## src/rtl/pipeline_hazard_ctrl_if.sv

```systemverilog
// Decode-stage hazard interface: the pipeline (master) presents the decode
// instruction, the hazard unit (slave) returns stall, flush and forward controls.
interface pipeline_hazard_ctrl_if #(
    parameter int STALL_CNT_W = 16
);
    logic                   validD;
    logic [4:0]             rsD;
    logic [4:0]             rtD;
    logic                   RSDpdD;
    logic                   RTDpdD;
    logic                   RegWriteD;
    logic                   MemtoRegD;
    logic [4:0]             WriteRegD;
    logic                   BranchD;
    logic                   JumpRegD;
    logic                   TakenD;
    logic                   StallF;
    logic                   StallD;
    logic                   FlushD;
    logic                   FlushE;
    logic [1:0]             ForwardAD;
    logic [1:0]             ForwardBD;
    logic [1:0]             ForwardAE;
    logic [1:0]             ForwardBE;
    logic [STALL_CNT_W-1:0] StallCnt;

    modport master (
        output validD, rsD, rtD, RSDpdD, RTDpdD, RegWriteD, MemtoRegD,
               WriteRegD, BranchD, JumpRegD, TakenD,
        input  StallF, StallD, FlushD, FlushE, ForwardAD, ForwardBD,
               ForwardAE, ForwardBE, StallCnt
    );

    modport slave (
        input  validD, rsD, rtD, RSDpdD, RTDpdD, RegWriteD, MemtoRegD,
               WriteRegD, BranchD, JumpRegD, TakenD,
        output StallF, StallD, FlushD, FlushE, ForwardAD, ForwardBD,
               ForwardAE, ForwardBE, StallCnt
    );
endinterface

```

## src/rtl/pipeline_hazard_ctrl.sv

```systemverilog
// Five-stage pipeline hazard unit: tracks in-flight register writes in a small
// EX/MEM/WB scoreboard and derives stalls, flushes and forwarding selects.
module pipeline_hazard_ctrl #(
    parameter int STALL_CNT_W = 16
) (
    input  logic                  clk,
    input  logic                  reset,
    pipeline_hazard_ctrl_if.slave hz
);

    typedef struct packed {
        logic       v;
        logic [4:0] wreg;
        logic       ld;
    } sbEntry_t;

    sbEntry_t               r_ex;
    sbEntry_t               r_mem;
    sbEntry_t               r_wb;
    logic [1:0]             r_fwdAE;
    logic [1:0]             r_fwdBE;
    logic [STALL_CNT_W-1:0] r_stallCnt;

    logic       w_active;
    logic       w_loadUse;
    logic       w_branchHaz;
    logic       w_stall;
    logic       w_enterEx;
    logic [1:0] w_fwdAENext;
    logic [1:0] w_fwdBENext;

    function automatic logic srcMatch(input sbEntry_t e, input logic [4:0] src,
                                      input logic pd);
        return e.v && (e.wreg == src) && (src != 5'd0) && pd;
    endfunction

    // The nearer stage may only forward an ALU result; a load there has no data yet.
    function automatic logic [1:0] fwdSel(input sbEntry_t nearE, input sbEntry_t farE,
                                          input logic [4:0] src, input logic pd);
        logic [1:0] sel;
        sel = 2'b00;
        if (srcMatch(nearE, src, pd) && !nearE.ld)
            sel = 2'b01;
        else if (srcMatch(farE, src, pd))
            sel = 2'b10;
        return sel;
    endfunction

    assign w_active  = hz.validD & ~reset;
    assign w_loadUse = r_ex.ld & (srcMatch(r_ex, hz.rsD, hz.RSDpdD) |
                                  srcMatch(r_ex, hz.rtD, hz.RTDpdD));
    assign w_branchHaz = (hz.BranchD | hz.JumpRegD) &
                         (srcMatch(r_ex, hz.rsD, hz.RSDpdD) |
                          srcMatch(r_ex, hz.rtD, hz.RTDpdD) |
                          (r_mem.ld & (srcMatch(r_mem, hz.rsD, hz.RSDpdD) |
                                       srcMatch(r_mem, hz.rtD, hz.RTDpdD))));
    assign w_stall   = w_active & (w_loadUse | w_branchHaz);
    assign w_enterEx = hz.validD & ~w_stall;

    // EX selects look one stage ahead: today's EX entry is tomorrow's MEM, today's MEM is tomorrow's WB.
    assign w_fwdAENext = fwdSel(r_ex, r_mem, hz.rsD, hz.RSDpdD);
    assign w_fwdBENext = fwdSel(r_ex, r_mem, hz.rtD, hz.RTDpdD);

    assign hz.StallF    = w_stall;
    assign hz.StallD    = w_stall;
    assign hz.FlushE    = w_stall;
    assign hz.FlushD    = hz.TakenD & w_active & ~w_stall;
    assign hz.ForwardAD = w_active ? fwdSel(r_mem, r_wb, hz.rsD, hz.RSDpdD) : 2'b00;
    assign hz.ForwardBD = w_active ? fwdSel(r_mem, r_wb, hz.rtD, hz.RTDpdD) : 2'b00;
    assign hz.ForwardAE = r_fwdAE;
    assign hz.ForwardBE = r_fwdBE;
    assign hz.StallCnt  = r_stallCnt;

    always_ff @(posedge clk) begin
        if (reset) begin
            r_ex       <= '0;
            r_mem      <= '0;
            r_wb       <= '0;
            r_fwdAE    <= 2'b00;
            r_fwdBE    <= 2'b00;
            r_stallCnt <= '0;
        end else begin
            r_wb       <= r_mem;
            r_mem      <= r_ex;
            r_ex.v     <= hz.validD & hz.RegWriteD & ~w_stall;
            r_ex.wreg  <= hz.WriteRegD;
            r_ex.ld    <= hz.MemtoRegD;
            r_fwdAE    <= w_enterEx ? w_fwdAENext : 2'b00;
            r_fwdBE    <= w_enterEx ? w_fwdBENext : 2'b00;
            if (w_stall && (r_stallCnt != '1))
                r_stallCnt <= r_stallCnt + 1'b1;
        end
    end

endmodule

```

## src/flat_wrapper.sv

```systemverilog
// flat-port wrapper written by rule: the top's interface ports become plain ports
module pipeline_hazard_ctrl_flat 
#(
    parameter int STALL_CNT_W = 16
)
  (clk, reset, hz_validD, hz_rsD, hz_rtD, hz_RSDpdD, hz_RTDpdD, hz_RegWriteD, hz_MemtoRegD, hz_WriteRegD, hz_BranchD, hz_JumpRegD, hz_TakenD, hz_StallF, hz_StallD, hz_FlushD, hz_FlushE, hz_ForwardAD, hz_ForwardBD, hz_ForwardAE, hz_ForwardBE, hz_StallCnt);
  pipeline_hazard_ctrl_if #(.STALL_CNT_W(STALL_CNT_W)) hz_i ();
  input  logic clk;
  input  logic reset;
  input wire logic [$bits(hz_i.validD)-1:0] hz_validD;
  input wire logic [$bits(hz_i.rsD)-1:0] hz_rsD;
  input wire logic [$bits(hz_i.rtD)-1:0] hz_rtD;
  input wire logic [$bits(hz_i.RSDpdD)-1:0] hz_RSDpdD;
  input wire logic [$bits(hz_i.RTDpdD)-1:0] hz_RTDpdD;
  input wire logic [$bits(hz_i.RegWriteD)-1:0] hz_RegWriteD;
  input wire logic [$bits(hz_i.MemtoRegD)-1:0] hz_MemtoRegD;
  input wire logic [$bits(hz_i.WriteRegD)-1:0] hz_WriteRegD;
  input wire logic [$bits(hz_i.BranchD)-1:0] hz_BranchD;
  input wire logic [$bits(hz_i.JumpRegD)-1:0] hz_JumpRegD;
  input wire logic [$bits(hz_i.TakenD)-1:0] hz_TakenD;
  output wire logic [$bits(hz_i.StallF)-1:0] hz_StallF;
  output wire logic [$bits(hz_i.StallD)-1:0] hz_StallD;
  output wire logic [$bits(hz_i.FlushD)-1:0] hz_FlushD;
  output wire logic [$bits(hz_i.FlushE)-1:0] hz_FlushE;
  output wire logic [$bits(hz_i.ForwardAD)-1:0] hz_ForwardAD;
  output wire logic [$bits(hz_i.ForwardBD)-1:0] hz_ForwardBD;
  output wire logic [$bits(hz_i.ForwardAE)-1:0] hz_ForwardAE;
  output wire logic [$bits(hz_i.ForwardBE)-1:0] hz_ForwardBE;
  output wire logic [$bits(hz_i.StallCnt)-1:0] hz_StallCnt;
  assign hz_i.validD = hz_validD;
  assign hz_i.rsD = hz_rsD;
  assign hz_i.rtD = hz_rtD;
  assign hz_i.RSDpdD = hz_RSDpdD;
  assign hz_i.RTDpdD = hz_RTDpdD;
  assign hz_i.RegWriteD = hz_RegWriteD;
  assign hz_i.MemtoRegD = hz_MemtoRegD;
  assign hz_i.WriteRegD = hz_WriteRegD;
  assign hz_i.BranchD = hz_BranchD;
  assign hz_i.JumpRegD = hz_JumpRegD;
  assign hz_i.TakenD = hz_TakenD;
  assign hz_StallF = hz_i.StallF;
  assign hz_StallD = hz_i.StallD;
  assign hz_FlushD = hz_i.FlushD;
  assign hz_FlushE = hz_i.FlushE;
  assign hz_ForwardAD = hz_i.ForwardAD;
  assign hz_ForwardBD = hz_i.ForwardBD;
  assign hz_ForwardAE = hz_i.ForwardAE;
  assign hz_ForwardBE = hz_i.ForwardBE;
  assign hz_StallCnt = hz_i.StallCnt;
  pipeline_hazard_ctrl #(.STALL_CNT_W(STALL_CNT_W)) u_core (.clk(clk), .reset(reset), .hz(hz_i));
endmodule
```

## config.mk

```make
export PLATFORM = sky130hd
export DESIGN_NAME = pipeline_hazard_ctrl_flat
export DESIGN_NICKNAME = d
export VERILOG_FILES = /design/src/rtl/pipeline_hazard_ctrl_if.sv /design/src/rtl/pipeline_hazard_ctrl.sv /design/src/flat_wrapper.sv
export SDC_FILE = /design/constraint.sdc
export NUM_CORES = 1
export LEC_CHECK = 0
export CELL_PAD_IN_SITES_DETAIL_PLACEMENT = 1
export CELL_PAD_IN_SITES_GLOBAL_PLACEMENT = 2
export CORE_MARGIN = 2
export CORE_UTILIZATION = 32
export DETAILED_ROUTE_END_ITERATION = 6
export GPL_TIMING_DRIVEN = 1
export PLACE_DENSITY = 0.86
export SYNTH_ARGS = -nofsm -noshare
export SYNTH_HDL_FRONTEND = slang
export SYNTH_SLANG_ARGS = --single-unit
```

## constraint.sdc

```tcl
create_clock -name clk -period 3.3 [get_ports clk]
set_input_delay 0.495 -clock clk [delete_from_list [all_inputs] [get_ports clk]]
set_output_delay 0.495 -clock clk [all_outputs]
set_load 0.03 [all_outputs]
```

==> metrics.md, run 1 <==
| Metric | Value |
|---|---|
| TritonCTS clock tree | done |
| All-Layer GR Usage | between 10% and 20% |
| Peak supply drop | approximately 0.17 mV |
| Detailed-route DRC error count | 0 |
| Starting density of the core | between 30% and 40% |
| Post-CTS Repair Setup Buffers | 0 |
| Register clock-pin slew on the reported worst setup and hold paths | 80 ps |
| Number of global-route vias before repair | 1884 |
| Routed vias/inst | between 5 and 6 |
| Boundary Pins | 53 |
| Final number of max-transition violations | 0 |
| Worst setup EP type | output pin |
| Area grow syn2layout | 35.49% |
| DR iter-0 viols | 21 |
| P per Cell Area | 351.9 nW/µm² |
| Critical path arrival | between 2000 and 3000 ps |
| F_max | between 300 and 400 MHz |
| Post-synth EDFFs | 0 |
| Largest driver fanout on the critical path | 4 |
| CTS HTree Levels | 2 |
| Clock buffers created by TritonCTS | 5 |
| Static Leak | between 0.001 and 0.0015 µW |
| Total Neg Setup Slack | 0 ps |
| Post-cts resize count | 0 |
| Clock net sink count | 40 |
| Warnings from Yosys | 0 |
| Data required time at the worst endpoint | around 2800 ps |
| Non-filler instance count after layout | ~370 |
| Global placer's final weighted congestion | around 0.78 |
| Worst Hold Class | flop to flop |
| Outcome | finished, final reports clean |
| Min Hold Slack | 493.8 ps |
| Worst clock skew on the final layout | 3.927 ps |
| Die area | 7381 µm² |
| Fillcell total | 735 |
| Final clock period utilization by the worst path | a little over nine tenths |
| Max-Slew Margin vs Limit | a little under three fifths |
| Final Hold Fails | 0 |
| Total number of nets in the final design | between 300 and 400 |
| Number of buffers added on ports | 52 |
| Vias after detailed routing | around 1900 |
| Instance count of the mapped netlist | 230 |
| Routed wire length | roughly 5800 µm |
| Crit path time final | ~3100 ps |
| Antenna viol nets, final | 0 |
| Top library cells by usage in the layout, fill and taps aside | sky130_fd_sc_hd__clkdlybuf4s50_1 (44), sky130_fd_sc_hd__dfxtp_1 (40), sky130_fd_sc_hd__nor2b_1 (32) |
| Flip-flop cell with the highest count after synthesis | sky130_fd_sc_hd__dfxtp_1 |
| Global-route wire length before repair | ~9400 µm |
| Setup repair after global routing missed its margin | false |
| Worst Path Class, Setup | input port to output pin |
| Most common library cell in the layout ignoring fill and taps | sky130_fd_sc_hd__clkdlybuf4s50_1 |
| Die Y | approximately 86 µm |
| Global route overflow | 0 |
| Estimated wirelength of the detail-placed design | ~4400 µm |
| Final count of negative-setup-slack endpoints | 0 |
| Core area | between 6000 and 7000 µm² |
| Antenna diode count | 0 |
| Syn nets | around 260 |
| Cell count after placement | ~360 |
| Element type at the critical path start | input port |
| Insertion delay to the later sink of the worst-skew pair | 300 ps |
| Layout cells sized above 1 | between 10% and 20% |
| Yosys cell types | between 40 and 50 |
| Hold-fix buffer count after cts | 0 |
| Sequential cell area fraction in the yosys report | 37.30% |
| Row Count | 29 |
| FF+latch count, synth | 40 |
| Count of maximum capacitance violations | 0 |
| Async set-reset flop share out of synthesis | 0% |
| Width of the die | about 86 µm |
| Mapped cell area | between 2000 and 2500 µm² |
| Number of antenna violations at the first check in global routing | 0 |
| Length of the first detailed-routing pass in iterations | 4 |
| Pin count of the biggest net entering global routing | 30 |
| Maximum root-to-sink buffer count | 2 |
| Transition time of the tightest slew-check pin | between 600 and 700 ps |
| Post-DR wirelength/cell | between 15 and 20 µm |
| Root buffer cell | sky130_fd_sc_hd__clkbuf_8 |
| Mean area per synthesized cell | between 9 and 10 µm² |
==> critical path, cell delays in order <==
cell	delay [ps]
sky130_fd_sc_hd__clkdlybuf4s50_1	500
sky130_fd_sc_hd__or4_1	510
sky130_fd_sc_hd__o21ai_1	230
sky130_fd_sc_hd__and4b_4	260
sky130_fd_sc_hd__a2111oi_1	410
sky130_fd_sc_hd__buf_4	230
==> sequential cells by signal, indices dropped and copies added, names as in the netlist <==
signal / flops
u_core.hz.ForwardAE: 2
u_core.hz.StallCnt: 16
u_core.hz.ForwardBE: 2
u_core.r_wb: 6
u_core.r_mem: 7
u_core.r_ex: 7
==> logic make-up (layout without fill, tap and decap cells) <==
| family | after synthesis | in the layout | synth area share (%) |
|---|---|---|---|
| compound gates | 32 | 32 | 11.25 |
| xor+xnor | 30 | 30 | 12.24 |
| fa+ha+maj | 1 | 1 | 0.5827 |
| buf+inv | 12 | 74 | 2.972 |
| flops | 40 | 40 | 37.30 |
| mux | 13 | 13 | 7.983 |
| simple gates | 102 | 102 | 27.68 |
==> Yosys cell counts (all sizes together) (4+ instances only) <==
library cell	count	area [µm²]
nand3	9	45.04
xor2	16	140.1
and2	4	25.02
xnor2	14	122.6
nor2b	32	200.2
nor4	5	31.28
nand2	6	22.52
buf	6	41.29
mux2	12	161.4
nand4	5	31.28
a21oi	13	91.34
dfxtp	40	800.8
nor3	7	35.03
nand4b	4	35.03
nor2	18	67.56
o21ai	6	33.78
==> per-layer routing <==
metal  wire, µm  up-vias  GRT usage, %
met5          0        -             0
met4        125        0         6.061
met3        198       11         3.754
met2       2627       39         26.07
met1       2837      881         21.69
li1           -      922             -
==> final timing paths <==
kind	cells after the start	startpoint	slack (ps)	endpoint
min reg2reg	1	u_core.hz.StallCnt[15]	490	u_core.hz.StallCnt[15]
max reg2reg	8	u_core.hz.StallCnt[0]	570	u_core.hz.StallCnt[3]
min	1	u_core.hz.StallCnt[15]	490	u_core.hz.StallCnt[15]
max	6	hz_rtD[3]	170	hz_ForwardBD[1]
==> metrics by stage <==
step | area, µm² | setup WS [ps] | util, % | power (µW)
floorplan | 2150 | 168.5 | - | 563.5
CTS | 2888 | 109.1 | 44.96 | 1036
detailed placement | 2776 | 125.6 | 43.23 | 622.7
finish | 2909 | 165.3 | 45.30 | 1024
global route | 2909 | 14.85 | 45.30 | 1075
global placement | 2776 | 146.8 | 43.23 | 621.0
==> cell type report <==
class / count / area, µm² / area share [%]
inverter: 3 / 11.26 / 0.3871
multi-input combinational: 178 / 1306 / 44.90
tap: 77 / 96.34 / 3.312
clock buffer: 5 / 68.82 / 2.366
timing repair buffer: 63 / 583.1 / 20.04
sequential: 40 / 800.8 / 27.53
clock inverter: 3 / 42.54 / 1.462
==> power breakdown <==
group	switching, µW	total, µW	leakage (µW)	internal (µW)
combinational	51.1	112	0.000675	60.8
clock	185	409	0.0000541	224
sequential	10.9	503	0.000325	492
(Power assumes the default switching activity.)
==> inputs of run 2 (changes only) <==
--- a/config.mk
+++ b/config.mk
@@ -5,13 +5,11 @@
 export SDC_FILE = /design/constraint.sdc
 export NUM_CORES = 1
 export LEC_CHECK = 0
-export CELL_PAD_IN_SITES_DETAIL_PLACEMENT = 1
-export CELL_PAD_IN_SITES_GLOBAL_PLACEMENT = 2
 export CORE_MARGIN = 2
-export CORE_UTILIZATION = 32
+export CORE_UTILIZATION = 45
 export DETAILED_ROUTE_END_ITERATION = 6
 export GPL_TIMING_DRIVEN = 1
-export PLACE_DENSITY = 0.86
+export PLACE_DENSITY = 0.75
 export SYNTH_ARGS = -nofsm -noshare
 export SYNTH_HDL_FRONTEND = slang
 export SYNTH_SLANG_ARGS = --single-unit
==> metrics.md, run 2 (synthesis gave the netlist of run 1 again) <==
| Metric | Value |
|---|---|
| Flip-flop count of the largest register after layout | 16 (unchanged) |
| Insertion delay to the later sink of the worst-skew pair | 300 ps (about the same) |
| Post-DR wirelength/cell | 14.54 µm (-7.3%) |
| Clock buffers created by TritonCTS | 5 (unchanged) |
| Length of the first detailed-routing pass in iterations | 4 (unchanged) |
| Fraction of power consumed by combinational cells | 10.5% (-0.4 points) |
| Final core utilization | 61.10% (+16 points) |
| Top library cells by usage in the layout, fill and taps aside | sky130_fd_sc_hd__clkdlybuf4s50_1 (44), sky130_fd_sc_hd__dfxtp_1 (40), sky130_fd_sc_hd__nor2b_1 (32) |
| Cells traversed along the worst timing path | clkdlybuf4s50_1 -> or4_1 -> o21ai_2 -> nand4b_1 -> a21oi_1 -> nor3_1 -> and2_1 -> buf_4 |
| Number of buffers added on ports | 52 (unchanged) |
| Maximum root-to-sink buffer count | 2 (unchanged) |
| Worst Hold Class | flop to flop |
| Total Power Consumption | 1017 µW (-0.68%) |
| Root buffer cell | sky130_fd_sc_hd__clkbuf_8 |
| Number of antenna violations at the first check in global routing | 0 (unchanged) |
| Max-Slew Margin vs Limit | 57.95% (+0.42 points) |
| Antenna diode count | 0 (unchanged) |
| Number of stages on the worst setup path | 8 (+2) |
| Core area | 4661 µm² (-27%) |
| Routed wire length | 5001 µm (-14%) |
| Data required time at the worst endpoint | 2800 ps (about the same) |
| DR iter-0 viols | 79 (+280%) |
| Buffers plus inverters on the worst setup path | 2 (unchanged) |
| Row Count | 25 (-14%) |
| TritonCTS clock tree | done |
| Static Leak | 0.001045 µW (-0.93%) |
| Pin count of the biggest net entering global routing | 27 (-10%) |
| Count of maximum capacitance violations | 0 (unchanged) |
| Fillcell total | 408 (-44%) |
| Switching power summed over all nets | 240.7 µW (-2.5%) |
| Final number of max-transition violations | 0 (unchanged) |
| Width of the die | 73.08 µm (-15%) |
| Register clock-pin slew on the reported worst setup and hold paths | 80 ps (about the same) |
| Total Neg Setup Slack | 0 ps (unchanged) |
| Element type at the critical path start | input port |
| Clock net sink count | 40 (unchanged) |
| Cell count after placement | 336 (-6.9%) |
| Starting density of the core | 46.07% (+13 points) |
| Setup repair after global routing missed its margin | false |
| Seq. cell area | 800.8 µm² (unchanged) |
| Crit path time final | 3157 ps (+22.34 ps) |
| Final Hold Fails | 0 (unchanged) |
| Multi-input gate area | 1289 µm² (-1.3%) |
| Post-CTS Repair Setup Buffers | 0 (unchanged) |
| CTS HTree Levels | 2 (unchanged) |
| Slowest cell on crit path | sky130_fd_sc_hd__or4_1 |
| Layout cells sized above 1 | 15.17% (-1.6 points) |
| Crit-path max cell delay | 530 ps (+20 ps) |
| Die area | 5340 µm² (-28%) |
| Largest delay contributor family on the critical path | simple AND/OR/NAND/NOR gates |
| Global route overflow | 0 (unchanged) |
| Number of cell instances on the worst register-to-register path | 8 (unchanged) |
| Number of global-route vias before repair | 1829 (-2.9%) |
| Area grow syn2layout | 32.63% |
| Portion of total power attributed to sequential cells | 49.5% (+0.4 points) |
| Final clock period utilization by the worst path | 95.67% (+0.68 points) |
| Die Y | 73.08 µm (-15%) |
| Part of the power in the clock network | 40.0% (about the same) |
| Worst Path Class, Setup | input port to output pin |
| Transition time of the tightest slew-check pin | 625.0 ps (-6.178 ps) |
| Global-route wire length before repair | 8142 µm (-14%) |
| Final count of negative-setup-slack endpoints | 0 (unchanged) |
| Most common library cell in the layout ignoring fill and taps | sky130_fd_sc_hd__clkdlybuf4s50_1 |
| Estimated wirelength of the detail-placed design | 3752 µm (-15%) |
| All-Layer GR Usage | 19.61% (+3.2 points) |
| F_max | 316.8 MHz (-0.71%) |
| Vias after detailed routing | 1825 (-1.5%) |
| Cells on Worst Hold Path | 1 (unchanged) |
| P per Cell Area | 357.0 nW/µm² (+1.5%) |
| Largest driver fanout on the critical path | 4 (unchanged) |
| Routed vias/inst | 5.305 (+5.6%) |
| Detailed-route DRC error count | 0 (unchanged) |
| Non-filler instance count after layout | 344 (-6.8%) |
| Fraction of power spent switching nets | 23.68% (-0.45 points) |
| Internal portion of total power | 775.9 µW (about the same) |
| Boundary Pins | 53 (unchanged) |
| Outcome | finished, final reports clean |
| Global placer's final weighted congestion | 0.8970 (+15%) |
| Critical path arrival | 2660 ps (+20 ps) |
| Total number of nets in the final design | 315 (-0.63%) |
| Peak supply drop | 0.2609 mV (+53%) |
| Worst setup EP type | output pin |
| Antenna viol nets, final | 0 (unchanged) |
| Worst clock skew on the final layout | 8.068 ps (+4.141 ps) |
[run 2: cell count changes in the layout (fill, tap and decap cells not counted)]
| cell | previous run | this run |
|---|---|---|
| sky130_fd_sc_hd__a21oi_1 | 5 | 6 |
| sky130_fd_sc_hd__a21oi_2 | 8 | 7 |
| sky130_fd_sc_hd__buf_4 | 19 | 17 |
| sky130_fd_sc_hd__nor3_1 | 6 | 7 |
| sky130_fd_sc_hd__nor3_2 | 1 | 0 |
| sky130_fd_sc_hd__nor4_1 | 3 | 5 |
| sky130_fd_sc_hd__nor4_2 | 2 | 0 |
| sky130_fd_sc_hd__o21ai_1 | 4 | 3 |
| sky130_fd_sc_hd__o21ai_2 | 1 | 2 |
[run 2: layout make-up]
| class | count | area share (%) |
|---|---|---|
| flip-flops and latches | 40 | 28.12 |
| multi-input cells | 178 | 45.25 |
| clock inverters | 3 | 1.494 |
| clock buffers | 5 | 2.417 |
| well taps | 54 | 2.373 |
| inverters | 3 | 0.3954 |
| repair buffers | 61 | 19.95 |
[run 2: worst reg2reg max path, stage by stage (launching register included)]
cell	delay, ps
sky130_fd_sc_hd__dfxtp_1	410
sky130_fd_sc_hd__ha_1	240
sky130_fd_sc_hd__nand2_1	80
sky130_fd_sc_hd__nor4_1	590
sky130_fd_sc_hd__a31oi_1	190
sky130_fd_sc_hd__a21bo_1	460
sky130_fd_sc_hd__buf_4	220
sky130_fd_sc_hd__a21oi_2	60
sky130_fd_sc_hd__mux2_4	300
[run 2: power by group through the flow]
| stage | clock network (µW) | logic (µW) | registers (µW) |
|---|---|---|---|
| global placement | 0 | 104 | 514 |
| detailed placement | 0 | 106 | 514 |
| CTS | 411 | 107 | 503 |
| finish | 407 | 107 | 503 |
| global route | 431 | 116 | 504 |
| floorplan | 0 | 53.0 | 511 |
[run 2: path summary, 6_finish.rpt]
path	from	to	slack (ps)
worst max-delay path	hz_rtD[3]	hz_FlushD	140
worst min-delay path	u_core.hz.StallCnt[15]	u_core.hz.StallCnt[15]	490
worst max register to register	u_core.hz.StallCnt[0]	u_core.hz.StallCnt[4]	650
worst min register to register	u_core.hz.StallCnt[15]	u_core.hz.StallCnt[15]	490
[run 2: what timing repair did]
| item | in CTS | in global routing |
|---|---|---|
| gates resized for setup | 0 | 1 |
| hold buffers | 0 | 0 |
| endpoints found under the setup margin | 0 | 2 |
[run 2: metal layers]
metal,track usage [%],wire [µm],vias up
met5,0,0,-
met4,8.230,85,0
met3,4.834,282,8
met2,30.73,2252,49
met1,25.64,2381,849
li1,-,-,919
[run 2: stage by stage]
stage	hold slack [ps]	cell area (µm²)	worst slack [ps]
2_1_floorplan	460.7	2150	168.5
3_3_place_gp	468.9	2733	182.9
3_5_place_dp	478.9	2733	95.43
4_1_cts	491.7	2844	105.5
5_1_grt	513.7	2848	7.441
6_report	489.8	2848	143.0
